<file path="src/rtl/turf_udp_pkg.sv">
// Shared types and helpers for the TURF UDP framer.
// The optional length checker is built only with TURF_UDP_FRAMER_LENCHECK_EN defined.
package turf_udp_pkg;

   localparam int          UDP_HDR_BYTES         = 8;
   localparam logic [15:0] FRAMER_DEFAULT_DPORT  = 16'h5555;

   typedef logic [1:0] state_t;
   localparam state_t ST_IDLE    = 2'd0;
   localparam state_t ST_HEADER  = 2'd1;
   localparam state_t ST_PAYLOAD = 2'd2;

   // Network byte order: byte 0 (src MSB) lands on tdata[7:0]; checksum is always zero.
   function automatic logic [63:0] udp_hdr_word(input logic [15:0] src,
                                                input logic [15:0] dst,
                                                input logic [15:0] len);
      return {8'h00, 8'h00, len[7:0], len[15:8], dst[7:0], dst[15:8], src[7:0], src[15:8]};
   endfunction

endpackage

</file>
<file path="src/rtl/turf_udp_framer_if.sv">
// Stream bundle around the framer: header in, payload in, framed UDP out.
// slave = framer view, master = the surrounding upstream/downstream view.
interface turf_udp_framer_if;

   logic [15:0] s_hdr_tdata;
   logic [15:0] s_hdr_tuser;
   logic        s_hdr_tvalid;
   logic        s_hdr_tready;

   logic [63:0] s_payload_tdata;
   logic [7:0]  s_payload_tkeep;
   logic        s_payload_tlast;
   logic        s_payload_tuser;
   logic        s_payload_tvalid;
   logic        s_payload_tready;

   logic [63:0] m_udp_tdata;
   logic [7:0]  m_udp_tkeep;
   logic        m_udp_tlast;
   logic        m_udp_tuser;
   logic        m_udp_tvalid;
   logic        m_udp_tready;

   modport slave (
      input  s_hdr_tdata, s_hdr_tuser, s_hdr_tvalid,
      output s_hdr_tready,
      input  s_payload_tdata, s_payload_tkeep, s_payload_tlast, s_payload_tuser, s_payload_tvalid,
      output s_payload_tready,
      output m_udp_tdata, m_udp_tkeep, m_udp_tlast, m_udp_tuser, m_udp_tvalid,
      input  m_udp_tready
   );

   modport master (
      output s_hdr_tdata, s_hdr_tuser, s_hdr_tvalid,
      input  s_hdr_tready,
      output s_payload_tdata, s_payload_tkeep, s_payload_tlast, s_payload_tuser, s_payload_tvalid,
      input  s_payload_tready,
      input  m_udp_tdata, m_udp_tkeep, m_udp_tlast, m_udp_tuser, m_udp_tvalid,
      output m_udp_tready
   );

endinterface

</file>
<file path="src/rtl/turf_udp_lencheck.sv">
// Payload byte counter checked against the header length at tlast.
// Used only when TURF_UDP_FRAMER_LENCHECK_EN is defined.
module turf_udp_lencheck
   import turf_udp_pkg::*;
(
   input  logic        aclk,
   input  logic        aresetn,
   input  logic        beat_fire,
   input  logic [7:0]  beat_keep,
   input  logic        beat_last,
   input  logic [15:0] exp_len,
   output logic        len_err_o,
   output logic [15:0] len_err_count_o
);

   logic [15:0] byte_cnt_q;
   logic        part_err_q;
   logic [3:0]  keep_bytes;
   logic [15:0] byte_total;
   logic        beat_part_err;
   logic        frame_err;

   always_comb begin
      keep_bytes = 4'd0;
      for (int i = 0; i < 8; i++) keep_bytes = keep_bytes + {3'b000, beat_keep[i]};
   end

   assign byte_total    = byte_cnt_q + {12'h000, keep_bytes};
   // Only the closing beat may be partially filled.
   assign beat_part_err = !beat_last && (beat_keep != 8'hFF);
   assign frame_err     = (byte_total != exp_len) || part_err_q;

   always_ff @(posedge aclk or negedge aresetn) begin
      if (!aresetn) begin
         byte_cnt_q      <= 16'h0000;
         part_err_q      <= 1'b0;
         len_err_o       <= 1'b0;
         len_err_count_o <= 16'h0000;
      end else begin
         len_err_o <= 1'b0;
         if (beat_fire) begin
            if (beat_last) begin
               byte_cnt_q <= 16'h0000;
               part_err_q <= 1'b0;
               if (frame_err) begin
                  len_err_o <= 1'b1;
                  if (len_err_count_o != 16'hFFFF) len_err_count_o <= len_err_count_o + 16'h0001;
               end
            end else begin
               byte_cnt_q <= byte_total;
               part_err_q <= part_err_q | beat_part_err;
            end
         end
      end
   end

endmodule

</file>
<file path="src/rtl/turf_udp_framer.sv">
// Prepends an 8-byte UDP header beat to each 64-bit payload fragment.
// Define TURF_UDP_FRAMER_LENCHECK_EN to add the payload length checker and its ports.
module turf_udp_framer
   import turf_udp_pkg::*;
(
   input  logic        aclk,
   input  logic        aresetn,
   input  logic [15:0] dest_port_i,
   turf_udp_framer_if.slave bus
`ifdef TURF_UDP_FRAMER_LENCHECK_EN
   ,
   output logic        len_err_o,
   output logic [15:0] len_err_count_o
`endif
);

   state_t      state_q, state_d;
   logic [15:0] src_port_q;
   logic [15:0] dst_port_q;
   logic [15:0] udp_len_q;
   logic        pl_fire;

   assign pl_fire = (state_q == ST_PAYLOAD) && bus.s_payload_tvalid && bus.m_udp_tready;

   always_ff @(posedge aclk or negedge aresetn) begin
      if (!aresetn) state_q <= ST_IDLE;
      else          state_q <= state_d;
   end

   always_comb begin
      state_d = state_q;
      case (state_q)
         ST_IDLE:    if (bus.s_hdr_tvalid) state_d = ST_HEADER;
         ST_HEADER:  if (bus.m_udp_tready) state_d = ST_PAYLOAD;
         ST_PAYLOAD: if (pl_fire && bus.s_payload_tlast) state_d = ST_IDLE;
         default:    state_d = ST_IDLE;
      endcase
   end

   // Header fields are captured once so the header beat holds steady under backpressure.
   always_ff @(posedge aclk or negedge aresetn) begin
      if (!aresetn) begin
         src_port_q <= 16'h0000;
         dst_port_q <= 16'h0000;
         udp_len_q  <= 16'h0000;
      end else if (state_q == ST_IDLE && bus.s_hdr_tvalid) begin
         src_port_q <= bus.s_hdr_tuser;
         dst_port_q <= (dest_port_i == 16'h0000) ? FRAMER_DEFAULT_DPORT : dest_port_i;
         udp_len_q  <= bus.s_hdr_tdata + 16'(UDP_HDR_BYTES);
      end
   end

   always_comb begin
      bus.s_hdr_tready     = 1'b0;
      bus.s_payload_tready = 1'b0;
      bus.m_udp_tvalid     = 1'b0;
      bus.m_udp_tdata      = 64'h0;
      bus.m_udp_tkeep      = 8'h00;
      bus.m_udp_tlast      = 1'b0;
      bus.m_udp_tuser      = 1'b0;
      case (state_q)
         ST_IDLE: bus.s_hdr_tready = 1'b1;
         ST_HEADER: begin
            bus.m_udp_tvalid = 1'b1;
            bus.m_udp_tdata  = udp_hdr_word(src_port_q, dst_port_q, udp_len_q);
            bus.m_udp_tkeep  = 8'hFF;
         end
         ST_PAYLOAD: begin
            bus.m_udp_tvalid     = bus.s_payload_tvalid;
            bus.s_payload_tready = bus.m_udp_tready;
            bus.m_udp_tdata      = bus.s_payload_tdata;
            bus.m_udp_tkeep      = bus.s_payload_tkeep;
            bus.m_udp_tlast      = bus.s_payload_tlast;
            bus.m_udp_tuser      = bus.s_payload_tuser;
         end
         default: ;
      endcase
   end

`ifdef TURF_UDP_FRAMER_LENCHECK_EN
   // Registered udp_len includes the header; the payload should carry exactly the original length.
   turf_udp_lencheck u_lencheck (
      .aclk            (aclk),
      .aresetn         (aresetn),
      .beat_fire       (pl_fire),
      .beat_keep       (bus.s_payload_tkeep),
      .beat_last       (bus.s_payload_tlast),
      .exp_len         (udp_len_q - 16'(UDP_HDR_BYTES)),
      .len_err_o       (len_err_o),
      .len_err_count_o (len_err_count_o)
   );
`endif

endmodule

</file>
<file path="src/flat_wrapper.sv">
// flat-port wrapper written by rule: the top's interface ports become plain ports
module turf_udp_framer_flat import turf_udp_pkg::*;
  (aclk, aresetn, dest_port_i, bus_s_hdr_tdata, bus_s_hdr_tuser, bus_s_hdr_tvalid, bus_s_hdr_tready, bus_s_payload_tdata, bus_s_payload_tkeep, bus_s_payload_tlast, bus_s_payload_tuser, bus_s_payload_tvalid, bus_s_payload_tready, bus_m_udp_tdata, bus_m_udp_tkeep, bus_m_udp_tlast, bus_m_udp_tuser, bus_m_udp_tvalid, bus_m_udp_tready);
  turf_udp_framer_if bus_i ();
  input  logic aclk;
  input  logic aresetn;
  input  logic [15:0] dest_port_i;
  input wire logic [$bits(bus_i.s_hdr_tdata)-1:0] bus_s_hdr_tdata;
  input wire logic [$bits(bus_i.s_hdr_tuser)-1:0] bus_s_hdr_tuser;
  input wire logic [$bits(bus_i.s_hdr_tvalid)-1:0] bus_s_hdr_tvalid;
  output wire logic [$bits(bus_i.s_hdr_tready)-1:0] bus_s_hdr_tready;
  input wire logic [$bits(bus_i.s_payload_tdata)-1:0] bus_s_payload_tdata;
  input wire logic [$bits(bus_i.s_payload_tkeep)-1:0] bus_s_payload_tkeep;
  input wire logic [$bits(bus_i.s_payload_tlast)-1:0] bus_s_payload_tlast;
  input wire logic [$bits(bus_i.s_payload_tuser)-1:0] bus_s_payload_tuser;
  input wire logic [$bits(bus_i.s_payload_tvalid)-1:0] bus_s_payload_tvalid;
  output wire logic [$bits(bus_i.s_payload_tready)-1:0] bus_s_payload_tready;
  output wire logic [$bits(bus_i.m_udp_tdata)-1:0] bus_m_udp_tdata;
  output wire logic [$bits(bus_i.m_udp_tkeep)-1:0] bus_m_udp_tkeep;
  output wire logic [$bits(bus_i.m_udp_tlast)-1:0] bus_m_udp_tlast;
  output wire logic [$bits(bus_i.m_udp_tuser)-1:0] bus_m_udp_tuser;
  output wire logic [$bits(bus_i.m_udp_tvalid)-1:0] bus_m_udp_tvalid;
  input wire logic [$bits(bus_i.m_udp_tready)-1:0] bus_m_udp_tready;
  assign bus_i.s_hdr_tdata = bus_s_hdr_tdata;
  assign bus_i.s_hdr_tuser = bus_s_hdr_tuser;
  assign bus_i.s_hdr_tvalid = bus_s_hdr_tvalid;
  assign bus_s_hdr_tready = bus_i.s_hdr_tready;
  assign bus_i.s_payload_tdata = bus_s_payload_tdata;
  assign bus_i.s_payload_tkeep = bus_s_payload_tkeep;
  assign bus_i.s_payload_tlast = bus_s_payload_tlast;
  assign bus_i.s_payload_tuser = bus_s_payload_tuser;
  assign bus_i.s_payload_tvalid = bus_s_payload_tvalid;
  assign bus_s_payload_tready = bus_i.s_payload_tready;
  assign bus_m_udp_tdata = bus_i.m_udp_tdata;
  assign bus_m_udp_tkeep = bus_i.m_udp_tkeep;
  assign bus_m_udp_tlast = bus_i.m_udp_tlast;
  assign bus_m_udp_tuser = bus_i.m_udp_tuser;
  assign bus_m_udp_tvalid = bus_i.m_udp_tvalid;
  assign bus_i.m_udp_tready = bus_m_udp_tready;
  turf_udp_framer u_core (.aclk(aclk), .aresetn(aresetn), .dest_port_i(dest_port_i), .bus(bus_i));
endmodule
</file>
<file path="config.mk">
export PLATFORM = sky130hd
export DESIGN_NAME = turf_udp_framer_flat
export DESIGN_NICKNAME = d
export VERILOG_FILES = /design/src/rtl/turf_udp_pkg.sv /design/src/rtl/turf_udp_framer_if.sv /design/src/rtl/turf_udp_lencheck.sv /design/src/rtl/turf_udp_framer.sv /design/src/flat_wrapper.sv
export SDC_FILE = /design/constraint.sdc
export NUM_CORES = 1
export LEC_CHECK = 0
export CAP_MARGIN = 10
export CORE_ASPECT_RATIO = 0.9
export CORE_MARGIN = 2
export CORE_UTILIZATION = 37
export DETAILED_ROUTE_END_ITERATION = 12
export PLACE_DENSITY = 0.86
export SYNTH_ARGS = -nofsm -noshare
export SYNTH_HDL_FRONTEND = slang
export SYNTH_HIERARCHICAL = 1
export SYNTH_SLANG_ARGS = --single-unit
</file>
<file path="constraint.sdc">
create_clock -name aclk -period 2.34 [get_ports aclk]
set_input_delay 0.702 -clock aclk [delete_from_list [all_inputs] [get_ports aclk]]
set_output_delay 0.702 -clock aclk [all_outputs]
set_load 0.02 [all_outputs]
</file>
# Yosys cells after proc, flatten, opt, wreduce, memory -nomap -nowiden
# Index checks and enable logic that the tools add are counted.
# totals
register_bits	50
inputBits	127
output_inout_bits	77
wordCells	29
# op_classes
add_sub_neg	1
n_eq_ne	5
muxes	12
reduce_logical	7
# op_table
cell	count
$pmux W64 S2	1
$add A16 B4 Y16 const B	1
$logic_not A16 Y1	1
$mux W16	1
$pmux W8 S2	1
$mux W2	3
$ne A2 B2 Y1 const B	3
$pmux W2 S3	1
$logic_and A1 B1 Y1	4
$mux W1	4
$reduce_and A3 Y1	1
$eq A2 B1 Y1 const B	1
$eq A2 B2 Y1 const B	1
$logic_not A2 Y1	1
$pmux W1 S2	1

# Longest topological paths before layout
# depth
ltp_word	6
depth_mapped	7
ltp_nobuf	5

# Worst setup path after synthesis
# OpenSTA, ideal clock, no wires.
# synth_timing
path_kind	reg2out
start	register u_core.state_q[0]
end	output port bus_m_udp_tdata[27]
t_arrival_ns	1.620
required_time_ns	1.638
slack_ns	0.018
stages_incl_launch_ff	8
path_cell_list	dfrtp_1 -> inv_1 -> ha_1 -> buf_2 -> buf_2 -> buf_1 -> a22oi_1 -> nor2b_1
# synth_between
elab_chain_len	2
word_cells_on_any_way	3
classes_between	2 x eq/ne; 1 x mux
# synth_lines
item	line_no	rtl
from (decl)	turf_udp_framer.sv:17	state_t state_q, state_d;
from (signal assigned)	turf_udp_framer.sv:27	else state_q <= state_d;
$eq A2 B2 Y1 / $eq A2 B1 Y1 (equally long branches)	turf_udp_framer.sv:61	case (state_q)
$pmux W64 S2 *	turf_udp_framer.sv:61	
to (decl)	flat_wrapper.sv:18	output wire logic [$bits(bus_i.m_udp_tdata)-1:0] bus_m_udp_tdata;
# Mark *: on every way between the ends. The rest lies on a longest branch, timed or not.

# Final worst setup path
# layout_timing
start	register u_core.state_q[0]
end	output port bus_m_udp_tdata[33]
# The elaborated chain is that of the path after synthesis.

==> impl_results.md <==
* Num ports at 204
* Syn_nets at 514
* Simple-gate share of the synthesized area at 32.4%
* Num rows at 31
* Area of the die at 0.00926 sq mm
* #FFs+latches synth at 50
* Placed Area at 0.00544 sq mm
* Root buffer cell: clkbuf_8
* Multiplexer share of the synthesized area at 0.358%
* Area Growth Syn to Fin at 75.0%
* Failing checks: setup timing
* Register area share after synthesis at 39.8%
* P_int at 3.86 mW
* DRC at 0
* Status: complete, but fails checks
* GRT Overall Usage at 23.9%
* Vias in the first global route at 3651
* Port buffer count at 203
* Netlist Area Pre-Place at 0.00315 sq mm
* CP Capture Type: output port
* Slew Viols, Final at 0
* Ys Warns at 6
* HPWL after DPL at 8560 um
* Hold Crit Class: input pin to asynchronous set/reset pin
* Sum Neg Setup Slack at -224 ps
* Count of placed standard cells including taps at 676
* CP Class: flip-flop to output port
* Clk slew on worst S/H paths at 90 ps
* Least-Margin Pin Slew at 507 ps
* Gr ovfl total at 0
* Most frequent cells in the layout: clkdlybuf4s50_1, nand2_1, buf_4, nor2b_1, dfrtp_1
* Setup WS post-layout at -46.8 ps
* CTS hold repair buffers at 0
* Pwr dens at 1240 mW/mm^2
* Fin crit period at 2390 ps
* DIE WIDTH at 101 um
* CTS Buffer Depth at 2
* Netlist cell types at 31
* Achievable Freq at 419 MHz
* H-tree level count at 2
* Finished Cell Area at 0.00551 sq mm
* Clk_lat worst skew at 290 ps
* Drt first pass iters at 4
* RePlAce Congestion at 0.816
* Final wirelength at 11800 um
* Clk pwr share at 9.2%
* Adder-cell share of the synthesized area at 1.99%
* Sequential share of power at 22.6%
* Final setup fails at 20
* Peak supply drop at 0.584 mV
* Antenna diodes at 0
* First-pass GRT wire length at 17900 um
* Largest family of logic cells by synthesized area: simple AND/OR/NAND/NOR gates
* CTS sink cnt at 50
* P_leak at 2.41 nW
* CP arrival at 1680 ps
* Synth Area in Compound Gates at 20.3%
* Num CTS Buffers at 5
* CP required at 1640 ps
* Power Total at 6.85 mW
* Initial antenna violation count at 0
* ANT nets after route at 0
* TritonCTS clock tree: yes
* DR WL/cell at 17.1 um
* Commonest non-fill, non-tap cell in the layout: clkdlybuf4s50_1
* Layout Cells excl Fill at 688
* Synthesized area per cell at 8.24 sq um
* Crit Path Max Fanout at 33
* Fin crit share at 102%
* Via count at 3638
* Die Ht at 91.5 um
* Post-Synth XOR/XNOR Area at 0.835%
* Hold_ws at 364 ps
* Core area at 0.00815 sq mm
* Max_slew headroom at 66.2%
* Hold Violations, Final at 0
* Drt initial violations at 154
* Comb power frac at 68.2%
* DR vias/cell at 5.29
* MaxCap Viol Count at 0
* Post-synthesis cell count at 382
* Startpoint Class: flip-flop
* Unrepaired setup endpoints after global routing: true
* Initial Util at 38.6%
* Layout cell share with drive strength beyond 1 at 22.9%
* Sw Ratio at 43.6%
* Largest net degree at the start of global routing at 37
* Skew final at 4.53 ps
* Layout Nets at 721
* Psw at 2.99 mW
cell families after synthesis:
| group | count (synthesis) |
|---|---|
| xor gates and xnor gates | 3 |
| and+or+nand+nor | 197 |
| muxes | 1 |
| adders and majority gates | 5 |
| DFF | 50 |
| buffers and inverters | 36 |
| AOI/OAI and AO/OA | 90 |
power by group through the flow:
stage,logic [mW],registers (mW),clock network (mW)
3_3_place_gp,4.41,1.53,0
6_report,4.67,1.55,0.627
5_1_grt,5.02,1.59,0.674
3_5_place_dp,4.53,1.54,0
4_1_cts,4.44,1.54,0.639
2_1_floorplan,2.55,1.45,0
routing by layer:
metal | global-route usage, % | routed length (um) | vias to the layer above
met5 | 0 | 0 | -
met4 | 7.21 | 205 | 0
met3 | 4.16 | 867 | 16
met2 | 43.8 | 6110 | 154
met1 | 28.1 | 4590 | 1734
li1 | - | - | 1734
cells in the mapped netlist, drive strengths merged:
cell    count  area, sq um
and2       20          125
a41o        1         10.0
mux2        1         11.3
a21oi       9         45.0
dfrtp      50         1250
nor2b      58          363
nand2      91          342
or4         4         30.0
o21a        1         7.51
clkbuf     27          101
o21ai       8         40.0
a211o       1         8.76
nand3       5         30.0
o22a        8         70.1
nand4       3         48.8
o31ai       4         30.0
a211oi      1         7.51
buf         4         18.8
nor2        8         30.0
a31oi       8         50.1
ha          5         62.6
inv         5         18.8
xor2        1         8.76
xnor2       2         17.5
a221oi      1         8.76
or3         4         25.0
nor4        4         25.0
a22oi      48          360
cell type report:
cell class / count / area, sq um
Clock buffer: 6 / 82.6
Clock inverter: 1 / 30.0
Timing Repair Buffer: 231 / 2150
Multi-Input combinational cell: 296 / 1850
Sequential cell: 50 / 1250
Inverter: 5 / 18.8
Tap cell: 99 / 124
Fill cell: 700 / 2640
flip-flops by register name, summed over array words and instances, names as in the netlist:
register	cells
u_core/dst_port_q	16
u_core/src_port_q	16
u_core/state_q	2
u_core/udp_len_q	16
stage by stage:
stage	setup WS, ps	util [%]
floorplan	17.8	-
global placement	-392	66.8
detailed placement	-383	66.8
CTS	-53.1	66.8
global route	-114	67.6
finish	-46.8	67.6
worst max-delay path, stage by stage, from the launching register on:
cell,delay [ps]
dfrtp_1,410
buf_4,160
ha_4,170
buf_12,160
a22oi_1,250
nor2b_2,60
buf_4,160
path summary, 6_finish.rpt:
path / to / cells after the start / start / slack [ps]
worst min register to register: u_core/dst_port_q[7] / 2 / u_core/dst_port_q[7] / 480
worst max-delay path: bus_m_udp_tdata[33] / 6 / u_core/state_q[0] / -50
max in group asynchronous: u_core/dst_port_q[2] / 2 / aresetn / 1430
min in group aclk: u_core/dst_port_q[7] / 2 / u_core/dst_port_q[7] / 480
worst max register to register: u_core/state_q[0] / 5 / u_core/state_q[1] / 590
worst min-delay path: u_core/dst_port_q[6] / 1 / aresetn / 360
timing repair:
| item | in CTS | in global routing |
|---|---|---|
| cloned | 1 | 2 |
| setup endpoints to repair | 77 | 75 |
| buffers inserted | 0 | 2 |
| gates resized for setup | 310 | 62 |
(Power assumes the default switching activity.)
==> RTL change (config.mk and constraints unchanged) <==
Reset style: synchronous (`aresetn`), changed in 2 clocked blocks.
--- a/src/rtl/turf_udp_framer.sv
+++ b/src/rtl/turf_udp_framer.sv
@@ -22,7 +22,7 @@
 
    assign pl_fire = (state_q == ST_PAYLOAD) && bus.s_payload_tvalid && bus.m_udp_tready;
 
-   always_ff @(posedge aclk or negedge aresetn) begin
+   always_ff @(posedge aclk) begin
       if (!aresetn) state_q <= ST_IDLE;
       else          state_q <= state_d;
    end
@@ -38,7 +38,7 @@
    end
 
    // Header fields are captured once so the header beat holds steady under backpressure.
-   always_ff @(posedge aclk or negedge aresetn) begin
+   always_ff @(posedge aclk) begin
       if (!aresetn) begin
          src_port_q <= 16'h0000;
          dst_port_q <= 16'h0000;
Formal check against the unedited RTL: differs if aresetn is asserted again (counterexample within 4 cycles, from zero or initial values and one cycle with aresetn low); with aresetn held inactive, the same outputs for 10 cycles.
==> RTL change against the original RTL <==
- synthesized area shrank 4.8%
- design area shrank 5.2%
- worst setup slack gained 0.11 ns
- utilization shrank 2.0 points
- via count grew 0.55%
- sequential cell count is the same
- first-iteration DRC count shrank 7.8%
- combinational power shrank 46%
- power shrank 36%
- sequential power shrank 26%
- routed wire length shrank 4.2%
- clock power grew 18%
- largest cell class unchanged
==> RTL change: results (changes against the original RTL) <==
\begin{tabular}{lr}
\hline
Metric & Value \\
\hline
\multicolumn{2}{l}{\textbf{Place}} \\
\quad GPL Wtd Cong & 0.884 (+8.3\%) \\
\quad Placed standard-cell area & 0.00524 sq mm (-3.8\%) \\
\quad Cell Count Post-Placement & 677 (+0.15\%) \\
\multicolumn{2}{l}{\textbf{GRT}} \\
\quad Met3 GRT Util & 4.53\% (+0.38 points) \\
\quad Met1 usage in global routing & 28.2\% (+0.077 points) \\
\quad Maximum number of pins on one net before global-route repair & 34 (-8.1\%) \\
\quad Met2 Resource Use GR & 45.9\% (+2.1 points) \\
\multicolumn{2}{l}{\textbf{Synthesis}} \\
\quad Synth cell types & 33 (+6.5\%) \\
\quad Seq/Total Area, Yosys & 33.4\% (-6.3 points) \\
\quad Xor and xnor area share after synthesis & 0.877\% (+0.042 points) \\
\quad Area fraction in compound gates after synthesis & 28.4\% (+8.1 points) \\
\quad Post-synthesis mux area share & 0.334\% (-0.024 points) \\
\multicolumn{2}{l}{\textbf{Critical path}} \\
\quad Flop-to-flop setup slack & 0.76 ns (+0.17 ns) \\
\quad CP startpoint & u\_core/state\_q[1] \\
\quad Max incr delay on CP & 0.38 ns (-0.03 ns) \\
\quad Startpoint of the lowest-slack register-to-register path & u\_core/state\_q[0] \\
\quad Maximum fanout along the worst path & 22 (-33\%) \\
\quad Slowest-stage cell, CP & sky130\_fd\_sc\_hd\_\_dfxtp\_4 \\
\quad Depth of the worst register-to-register path & 6 (+1) \\
\multicolumn{2}{l}{\textbf{Outcome}} \\
\quad Status & finished clean \\
\multicolumn{2}{l}{\textbf{Power}} \\
\quad Maximum vdd drop & 0.489 mV (-16\%) \\
\quad Switching fraction of total power & 38.1\% (-5.5 points) \\
\quad Power per standard cell area & 839 mW/mm\^{}2 (-33\%) \\
\multicolumn{2}{l}{\textbf{STA}} \\
\quad Post-route clock period utilization & 97.3\% (-4.7 points) \\
\multicolumn{2}{l}{\textbf{Worst hold path}} \\
\quad Hold WC Path Type & reg -> reg \\
\multicolumn{2}{l}{\textbf{Layout}} \\
\quad Number of nets in the final layout & 720 (-0.14\%) \\
\multicolumn{2}{l}{\textbf{Drt}} \\
\quad Post-detailed-route wirelength per cell & 16.4 microns (-4.2\%) \\
\hline
\end{tabular}
## RTL change: changes by cell type after synthesis, moves of 3 or more
cell / delta
sky130_fd_sc_hd__nand2_1: -29
sky130_fd_sc_hd__clkbuf_1: +5
sky130_fd_sc_hd__o21ai_0: +4
sky130_fd_sc_hd__o221a_2: +8
sky130_fd_sc_hd__a211oi_1: +3
sky130_fd_sc_hd__nor2_1: -4
sky130_fd_sc_hd__a21oi_1: +29
sky130_fd_sc_hd__dfrtp_1: -50
sky130_fd_sc_hd__dfxtp_1: +50
sky130_fd_sc_hd__o22a_1: -8
## RTL change: per-layer routing
layer	vias to the layer above	share of wire [%]
met3	16	6.4
li1	1785	-
met4	0	1.1
met1	1716	40
met2	141	53
met5	-	0
## RTL change: layout make-up
cell class	count	area, sq um
Clock buffer	6	82.6
Clock inverter	2	60.1
Fill cell	687	2730
Inverter	5	21.3
Multi-Input combinational cell	299	1890
Sequential cell	50	1010
Tap cell	99	124
Timing Repair Buffer	227	2030
